### src/rtl/roll_sequencer.sv
// rtl/roll_sequencer.sv - die roll sequencer: entropy gather, rejection sampling, ASCII UART output
module roll_sequencer #(
  parameter int RAND_WIDTH = 8,
  parameter int MAX_RETRY  = 15,
  parameter bit SEND_UART  = 1'b1
) (
  input  logic       clk,
  input  logic       reset_n,
  input  logic       roll_req,
  input  logic [2:0] die_sel,
  input  logic       rand_bit,
  input  logic       rand_valid,
  input  logic       tx_ready,
  output logic       tx_valid,
  output logic [7:0] tx_data,
  output logic [6:0] result,
  output logic       result_valid,
  output logic       busy,
  output logic       err
);

  localparam int CW = $clog2(RAND_WIDTH + 1);
  localparam int RW = $clog2(MAX_RETRY + 1);

  typedef enum logic [3:0] {
    S_IDLE, S_GATHER, S_CHECK, S_REDUCE, S_DIGIT, S_TX_H, S_TX_T, S_TX_O, S_TX_LF
  } state_t;

  state_t                state, state_nxt;
  logic [6:0]            sides;
  logic [8:0]            limit;
  logic [RAND_WIDTH-1:0] sample;
  logic [CW-1:0]         bit_cnt;
  logic [RW-1:0]         retry;
  logic [6:0]            work;
  logic [3:0]            dig_h, dig_t;
  logic                  sample_ok, sample_ge_n, retry_done, last_bit;

  function automatic logic [6:0] die_sides(input logic [2:0] code);
    case (code)
      3'd0:    die_sides = 7'd4;
      3'd1:    die_sides = 7'd6;
      3'd2:    die_sides = 7'd8;
      3'd3:    die_sides = 7'd10;
      3'd4:    die_sides = 7'd12;
      3'd5:    die_sides = 7'd20;
      3'd6:    die_sides = 7'd100;
      default: die_sides = 7'd2;
    endcase
  endfunction

  // Largest multiple of N that fits in 256, so every face is equally likely.
  function automatic logic [8:0] die_limit(input logic [2:0] code);
    case (code)
      3'd1, 3'd4: die_limit = 9'd252;
      3'd3:       die_limit = 9'd250;
      3'd5:       die_limit = 9'd240;
      3'd6:       die_limit = 9'd200;
      default:    die_limit = 9'd256;
    endcase
  endfunction

  assign sample_ok   = 9'(sample) < limit;
  assign sample_ge_n = sample >= RAND_WIDTH'(sides);
  assign retry_done  = retry == RW'(MAX_RETRY - 1);
  assign last_bit    = bit_cnt == CW'(RAND_WIDTH - 1);
  assign busy        = state != S_IDLE;

  always_ff @(posedge clk or negedge reset_n) begin
    if (!reset_n) state <= S_IDLE;
    else          state <= state_nxt;
  end

  always_comb begin
    state_nxt = state;
    tx_valid  = 1'b0;
    tx_data   = 8'h00;
    case (state)
      S_IDLE:   if (roll_req) state_nxt = S_GATHER;
      S_GATHER: if (rand_valid && last_bit) state_nxt = S_CHECK;
      S_CHECK: begin
        if (sample_ok)       state_nxt = S_REDUCE;
        else if (retry_done) state_nxt = S_IDLE;
        else                 state_nxt = S_GATHER;
      end
      S_REDUCE: if (!sample_ge_n) state_nxt = S_DIGIT;
      S_DIGIT: begin
        if (!SEND_UART)          state_nxt = S_IDLE;
        else if (work < 7'd10)   state_nxt = S_TX_H;
      end
      S_TX_H: begin
        tx_valid = 1'b1;
        tx_data  = 8'h30 + {4'h0, dig_h};
        if (tx_ready) state_nxt = S_TX_T;
      end
      S_TX_T: begin
        tx_valid = 1'b1;
        tx_data  = 8'h30 + {4'h0, dig_t};
        if (tx_ready) state_nxt = S_TX_O;
      end
      S_TX_O: begin
        tx_valid = 1'b1;
        tx_data  = 8'h30 + {4'h0, work[3:0]};
        if (tx_ready) state_nxt = S_TX_LF;
      end
      S_TX_LF: begin
        tx_valid = 1'b1;
        tx_data  = 8'h0A;
        if (tx_ready) state_nxt = S_IDLE;
      end
      default: state_nxt = S_IDLE;
    endcase
  end

  always_ff @(posedge clk or negedge reset_n) begin
    if (!reset_n) begin
      sides        <= '0;
      limit        <= '0;
      sample       <= '0;
      bit_cnt      <= '0;
      retry        <= '0;
      work         <= '0;
      dig_h        <= '0;
      dig_t        <= '0;
      result       <= '0;
      result_valid <= 1'b0;
      err          <= 1'b0;
    end else begin
      result_valid <= 1'b0;
      err          <= 1'b0;
      case (state)
        S_IDLE: if (roll_req) begin
          sides   <= die_sides(die_sel);
          limit   <= die_limit(die_sel);
          sample  <= '0;
          bit_cnt <= '0;
          retry   <= '0;
        end
        S_GATHER: if (rand_valid) begin
          sample  <= {sample[RAND_WIDTH-2:0], rand_bit};
          bit_cnt <= bit_cnt + CW'(1);
        end
        S_CHECK: if (!sample_ok) begin
          retry   <= retry + RW'(1);
          bit_cnt <= '0;
          if (retry_done) begin
            err    <= 1'b1;
            result <= '0;
          end
        end
        S_REDUCE: begin
          if (sample_ge_n) begin
            sample <= sample - RAND_WIDTH'(sides);
          end else begin
            result       <= sample[6:0] + 7'd1;
            result_valid <= 1'b1;
            work         <= sample[6:0] + 7'd1;
            dig_h        <= '0;
            dig_t        <= '0;
          end
        end
        // Remainder left in work after the tens pass is the ones digit.
        S_DIGIT: begin
          if (work >= 7'd100) begin
            work  <= work - 7'd100;
            dig_h <= dig_h + 4'd1;
          end else if (work >= 7'd10) begin
            work  <= work - 7'd10;
            dig_t <= dig_t + 4'd1;
          end
        end
        default: ;
      endcase
    end
  end

endmodule

### config.mk
export PLATFORM = sky130hd
export DESIGN_NAME = roll_sequencer
export DESIGN_NICKNAME = d
export VERILOG_FILES = /design/src/rtl/roll_sequencer.sv
export SDC_FILE = /design/constraint.sdc
export NUM_CORES = 1
export LEC_CHECK = 0
export BUFFER_PORTS_ARGS = -buffer_cell sky130_fd_sc_hd__buf_2
export CAP_MARGIN = 20
export CORE_MARGIN = 8
export CORE_UTILIZATION = 45
export DETAILED_ROUTE_END_ITERATION = 6
export GPL_TIMING_DRIVEN = 0
export SKIP_CTS_REPAIR_TIMING = 1
export SLEW_MARGIN = 20
export SYNTH_ARGS = -nofsm -noshare
export SYNTH_HDL_FRONTEND = slang
export SYNTH_SLANG_ARGS = --single-unit
### constraint.sdc
create_clock -name clk -period 4.4 [get_ports clk]
set_input_delay 0.22 -clock clk [delete_from_list [all_inputs] [get_ports clk]]
set_output_delay 0.22 -clock clk [all_outputs]
set_load 0.02 [all_outputs]
* After elaboration in Yosys (flattened, before gate mapping)
Index checks and enable logic that the tools add are counted.
** Word-level totals
- Register bits after elaboration :: 60
- Output and inout port bits :: 19
- Word-level logic and storage cells :: 123
- Input bits :: 9
** Operators by class
- Magnitude comparators :: 5
- Add/sub/neg operators :: 11
- Equality and inequality tests :: 32
- Mux-type cells :: 43
- Reductions and logical operators :: 20
** Operator list (number)
- $mux 4 :: 16
- $pmux 7 s7 :: 1
- $pmux 4 s9 :: 1
- $pmux 9 s4 :: 1
- $mux 7 :: 5
- $ne 2x2->1 const B :: 15
- $pmux 7 s2 :: 2
- $pmux 7 s4 :: 1
- $mux 8 :: 3
- $pmux 4 s2 :: 3
- $pmux 8 s3 :: 1
- $add 6x4->7 const A :: 3
- $eq 4x3->1 const B :: 5
- $add 4x1->4 const B :: 4
- $reduce_and 4->1 :: 4
- $pmux 4 s3 :: 1
- $eq 3x3->1 const B :: 3
- $lt 8x9->1 :: 1
- $reduce_and 3->1 :: 3
- $eq 4x2->1 const B :: 2
- $eq 4x4->1 const B :: 2
- $ge 8x7->1 :: 1
- $reduce_and 8->1 :: 1
- $sub 8x7->8 :: 1
- 21 further kinds :: 31

* Longest topological paths before layout
- Word-level depth :: 4
- Depth in mapped cells :: 8
- Mapped depth without buffers :: 8

* Worst setup path before layout
Ideal clock, no wire load.
- Path kind :: reg-to-reg
- From :: register sample[2]
- To :: register work[0]
- Clock period less this slack :: 2284 ps
- Library setup time :: 125 ps
- Data required time :: 4275 ps
- Data arrival time :: 2159 ps
- Stages on the path, launching flop included :: 8
- Slack :: 2116 ps
- Buffers on the path :: 0
- Cells stage by stage :: dfrtp_1 -> ha_1 -> nor2b_1 -> o31a_1 -> o31ai_4 -> nand2_2 -> inv_2 -> mux2_2
** On the way
- Word-level cells in the longest chain between the ends :: 3
** Ends and longest elaborated chain
- start: declaration :: RTL line 32 : logic [RAND_WIDTH-1:0] sample;
- start signal: assignment :: RTL line 140 : sample <= {sample[RAND_WIDTH-2:0], rand_bit};
- start signal: assignment :: RTL line 153 : sample <= sample - RAND_WIDTH'(sides);
- $ge 8x7->1 :: RTL line 64 : assign sample_ge_n = sample >= RAND_WIDTH'(sides);
- $ne 2x2->1 (no line)
- $reduce_and 3->1 (no line)
- end signal: assignment :: RTL line 157 : work <= sample[6:0] + 7'd1;
- end signal: assignment :: RTL line 165 : work <= work - 7'd100;
- end signal: assignment :: RTL line 168 : work <= work - 7'd10;
- end: declaration :: RTL line 35 : logic [6:0] work;
Every way passes these cells.
A chain may end at the register's enable or synchronous reset.

* Worst setup path after layout
Ends and elaborated chain as after synthesis.

==> impl_metrics.yaml <==
status:
  status: "complete, but fails checks"
  violations: "hold timing"
worst_setup_path:
  crit_start: "sample[2]$_DFFE_PN0P_"
  cp_data_arrival_time_ns: 2.86
  r2r_end: "work[0]$_DFFE_PN0P_"
  crit_required_ns: 4.61
  path_max_fanout: 10
  cp_slowest_stage_delay_ns: 0.53
  path_class: "reg -> reg"
  reg2reg_slack_ns: 1.75
  crit_chain: "ha_1, nor2b_1, o31a_1, o31ai_4, nand2_2, inv_2, mux2_2"
  rr_worst_depth: 7
  rr_startpoint: "sample[2]$_DFFE_PN0P_"
  critPathSlowestCell: "dfrtp_1"
  cp-end-kind: "flop"
  startpoint_type: "flop"
timing:
  clock_skew_ns: 0.0113
  fin_tns_setup_ns: 0
  period_needed_ns: 2.65
  hold_slack_ns: -0.0369
  slew_viol_final: 0
  rsz0062_at_grt: "no"
  slew_headroom: 0.442
  period_share: 0.602
  fmax_mhz: 377
  worst_slew_pin_slew_ns: 0.825
  setup_viol: 0
  hold_viol_final: 55
logic_synthesis:
  synth_edf_count: 0
  synth_top_area_frac: 0.363
  yosysWarnings: 0
  synth_seq_cells: 55
  synthTopCellsByArea: "dfrtp_1, ha_1, o21ai_0"
  synth.distinct_cells: 72
  synth_flop_cell: "dfrtp_1"
  postSynthCellCount: 404
  synthArstFlopShare: 1.00
  yosysSeqAreaShare: 0.363
  yosysTopAreaCell: "dfrtp_1"
  syn-cell-area_sq_um: 3790
  syn_avg_cell_area_sq_um: 9.38
drt:
  num_vias: 3130
  drcViolationCount: 0
  routed_wl_mm: 9.35
  vias_per_cell: 5.76
  ant_nets: 0
  dr.pass1.iters: 5
  post_drt_wl_per_cell_microns: 17.2
  first_iter_violations: 174
placed_design:
  finalWeightedCongestion: 0.843
  hpwl_mm: 6.97
  placed_cell_area_sq_um: 4050
  numPortBuffers: 25
clock_network:
  clkTransAtPathRegs_ns: 0.11
  cts-htree-levels: 2
  max-clock-path-buffers: 2
  cts_sinks: 55
  root_buffer: "clkbuf_8"
  cts_tree: "built"
  cts_made_buffers: 5
  clkLatencyLatePin_ns: 0.32
pwr:
  total_power_uw: 2960
  powerDensity_nw_per_um2: 710
  p_leak_uw: 0.00190
  vdd_drop_max_uv: 257
floorplanning:
  coreArea_sq_um: 8180
  initial_core_util: 0.464
  die_area_sq_um: 11600
  pin_count: 28
  rows: 33
  die_x_microns: 108
  die_y_microns: 108
global_route:
  grt_pass1_vias: 3173
  grt_pass1_wl_mm: 16.1
  grt_max_degree: 56
  track_usage: 0.170
  antenna_found_initial: 0
  grt_overflow_total: 0
final_layout:
  diodes: 0
  area_delta_synth_final_pct: 9.90
  fin_area_sq_um: 4170
  nets: 470
  drive_above_1_share: 0.167
hold_path:
  hp-class: "in -> async"
job:
  maxCapViolations: 0
==> Yosys cell counts, types with 5 or more instances <==
| cell | count |
|---|---|
| inv_1 | 25 |
| nand3_1 | 16 |
| nor3_1 | 6 |
| nor2_1 | 28 |
| nand4_1 | 5 |
| a31oi_1 | 6 |
| mux2i_1 | 13 |
| o21ai_0 | 38 |
| clkbuf_1 | 5 |
| o2bb2ai_1 | 5 |
| dfrtp_1 | 55 |
| nand2_1 | 27 |
| mux2_2 | 7 |
| ha_1 | 23 |
| a22o_1 | 7 |
| buf_2 | 8 |
| o211ai_1 | 9 |
| nor2b_1 | 8 |
| a21oi_1 | 16 |
| xor2_1 | 5 |
| nand2b_1 | 7 |
==> metal layers <==
metal / wire [microns] / GRT usage
met1: 4740 / 0.238
met2: 4220 / 0.266
met3: 321 / 0.0269
met4: 76 / 0.0436
met5: 0 / 0
==> power breakdown <==
part           internal, uW  switching, uW
combinational           705           1020
sequential              691            196
clock                   170            175
==> worst max-delay path by stage <==
stage | slack, ns | end
after floorplan | 2.12 | work[0]$_DFFE_PN0P_
after global placement | 1.78 | work[0]$_DFFE_PN0P_
after detailed placement | 1.75 | work[0]$_DFFE_PN0P_
after CTS | 1.74 | work[0]$_DFFE_PN0P_
after global routing | 1.57 | work[0]$_DFFE_PN0P_
final | 1.75 | work[0]$_DFFE_PN0P_
==> placed cells by master, fill, tap and decap left out, types with 4 or more instances in the layout <==
cell and count:
xnor2_1 4, ha_1 23, nand3_1 16, nor2_1 28, nand2b_1 7, nor3_1 6, buf_4 5, o31ai_1 4
mux2_2 7, a22o_1 7, clkbuf_8 5, nand4_1 5, a21oi_1 16, buf_2 32, nor2b_1 8, nand2_1 27
a31oi_1 6, o21ai_0 38, clkbuf_1 5, xor2_1 5, dfrtp_1 55, o2bb2ai_1 5, inv_1 25, mux2i_1 13
o211ai_1 9
==> worst max-delay path, delay by kind of cell (launching register included) <==
family / cells / cell delay [ns]
muxes: 1 / 0.36
AOI/OAI and AO/OA: 2 / 0.80
adders and majority gates: 1 / 0.30
DFF: 1 / 0.53
and+or+nand+nor: 2 / 0.33
buffers and inverters: 1 / 0.22
==> kinds of logic after synthesis <==
kind of cell | after synthesis | share of synthesized area
flip-flops | 55 | 0.363
XOR/XNOR | 9 | 0.0208
multiplexers | 21 | 0.0581
buffers and inverters | 44 | 0.0522
other | 1 | 0.000989
adder cells (fa/ha/maj) | 24 | 0.0812
AO/OA/AOI/OAI | 124 | 0.237
AND/OR/NAND/NOR | 126 | 0.187
==> layout make-up <==
cell class / instances / area [sq um]
multi-input cells: 306 / 2220
fillers: 785 / 4010
flip-flops and latches: 55 / 1380
well taps: 105 / 131
repair buffers: 25 / 128
clock inverters: 3 / 43.8
clock buffers: 5 / 68.8
plain buffers: 18 / 100
inverters: 26 / 97.6
==> registers in the layout, indices dropped and copies added, names as in the netlist, 4 cells and up <==
name / count
sides: 5
sample: 8
result: 7
state: 4
dig_h: 4
retry: 4
bit_cnt: 4
work: 7
limit: 6
dig_t: 4
==> through the flow <==
stage	cells	utilization	hold slack (ns)	setup slack, ns
3_5_place_dp	535	0.496	0.334	1.75
4_1_cts	543	0.509	-0.0178	1.74
2_1_floorplan	405	-	-0.0756	2.12
6_report	543	0.509	-0.0369	1.75
3_3_place_gp	535	0.495	0.422	1.78
5_1_grt	543	0.509	0.000504	1.57
No activity file was read; power rests on OpenSTA's default activity.
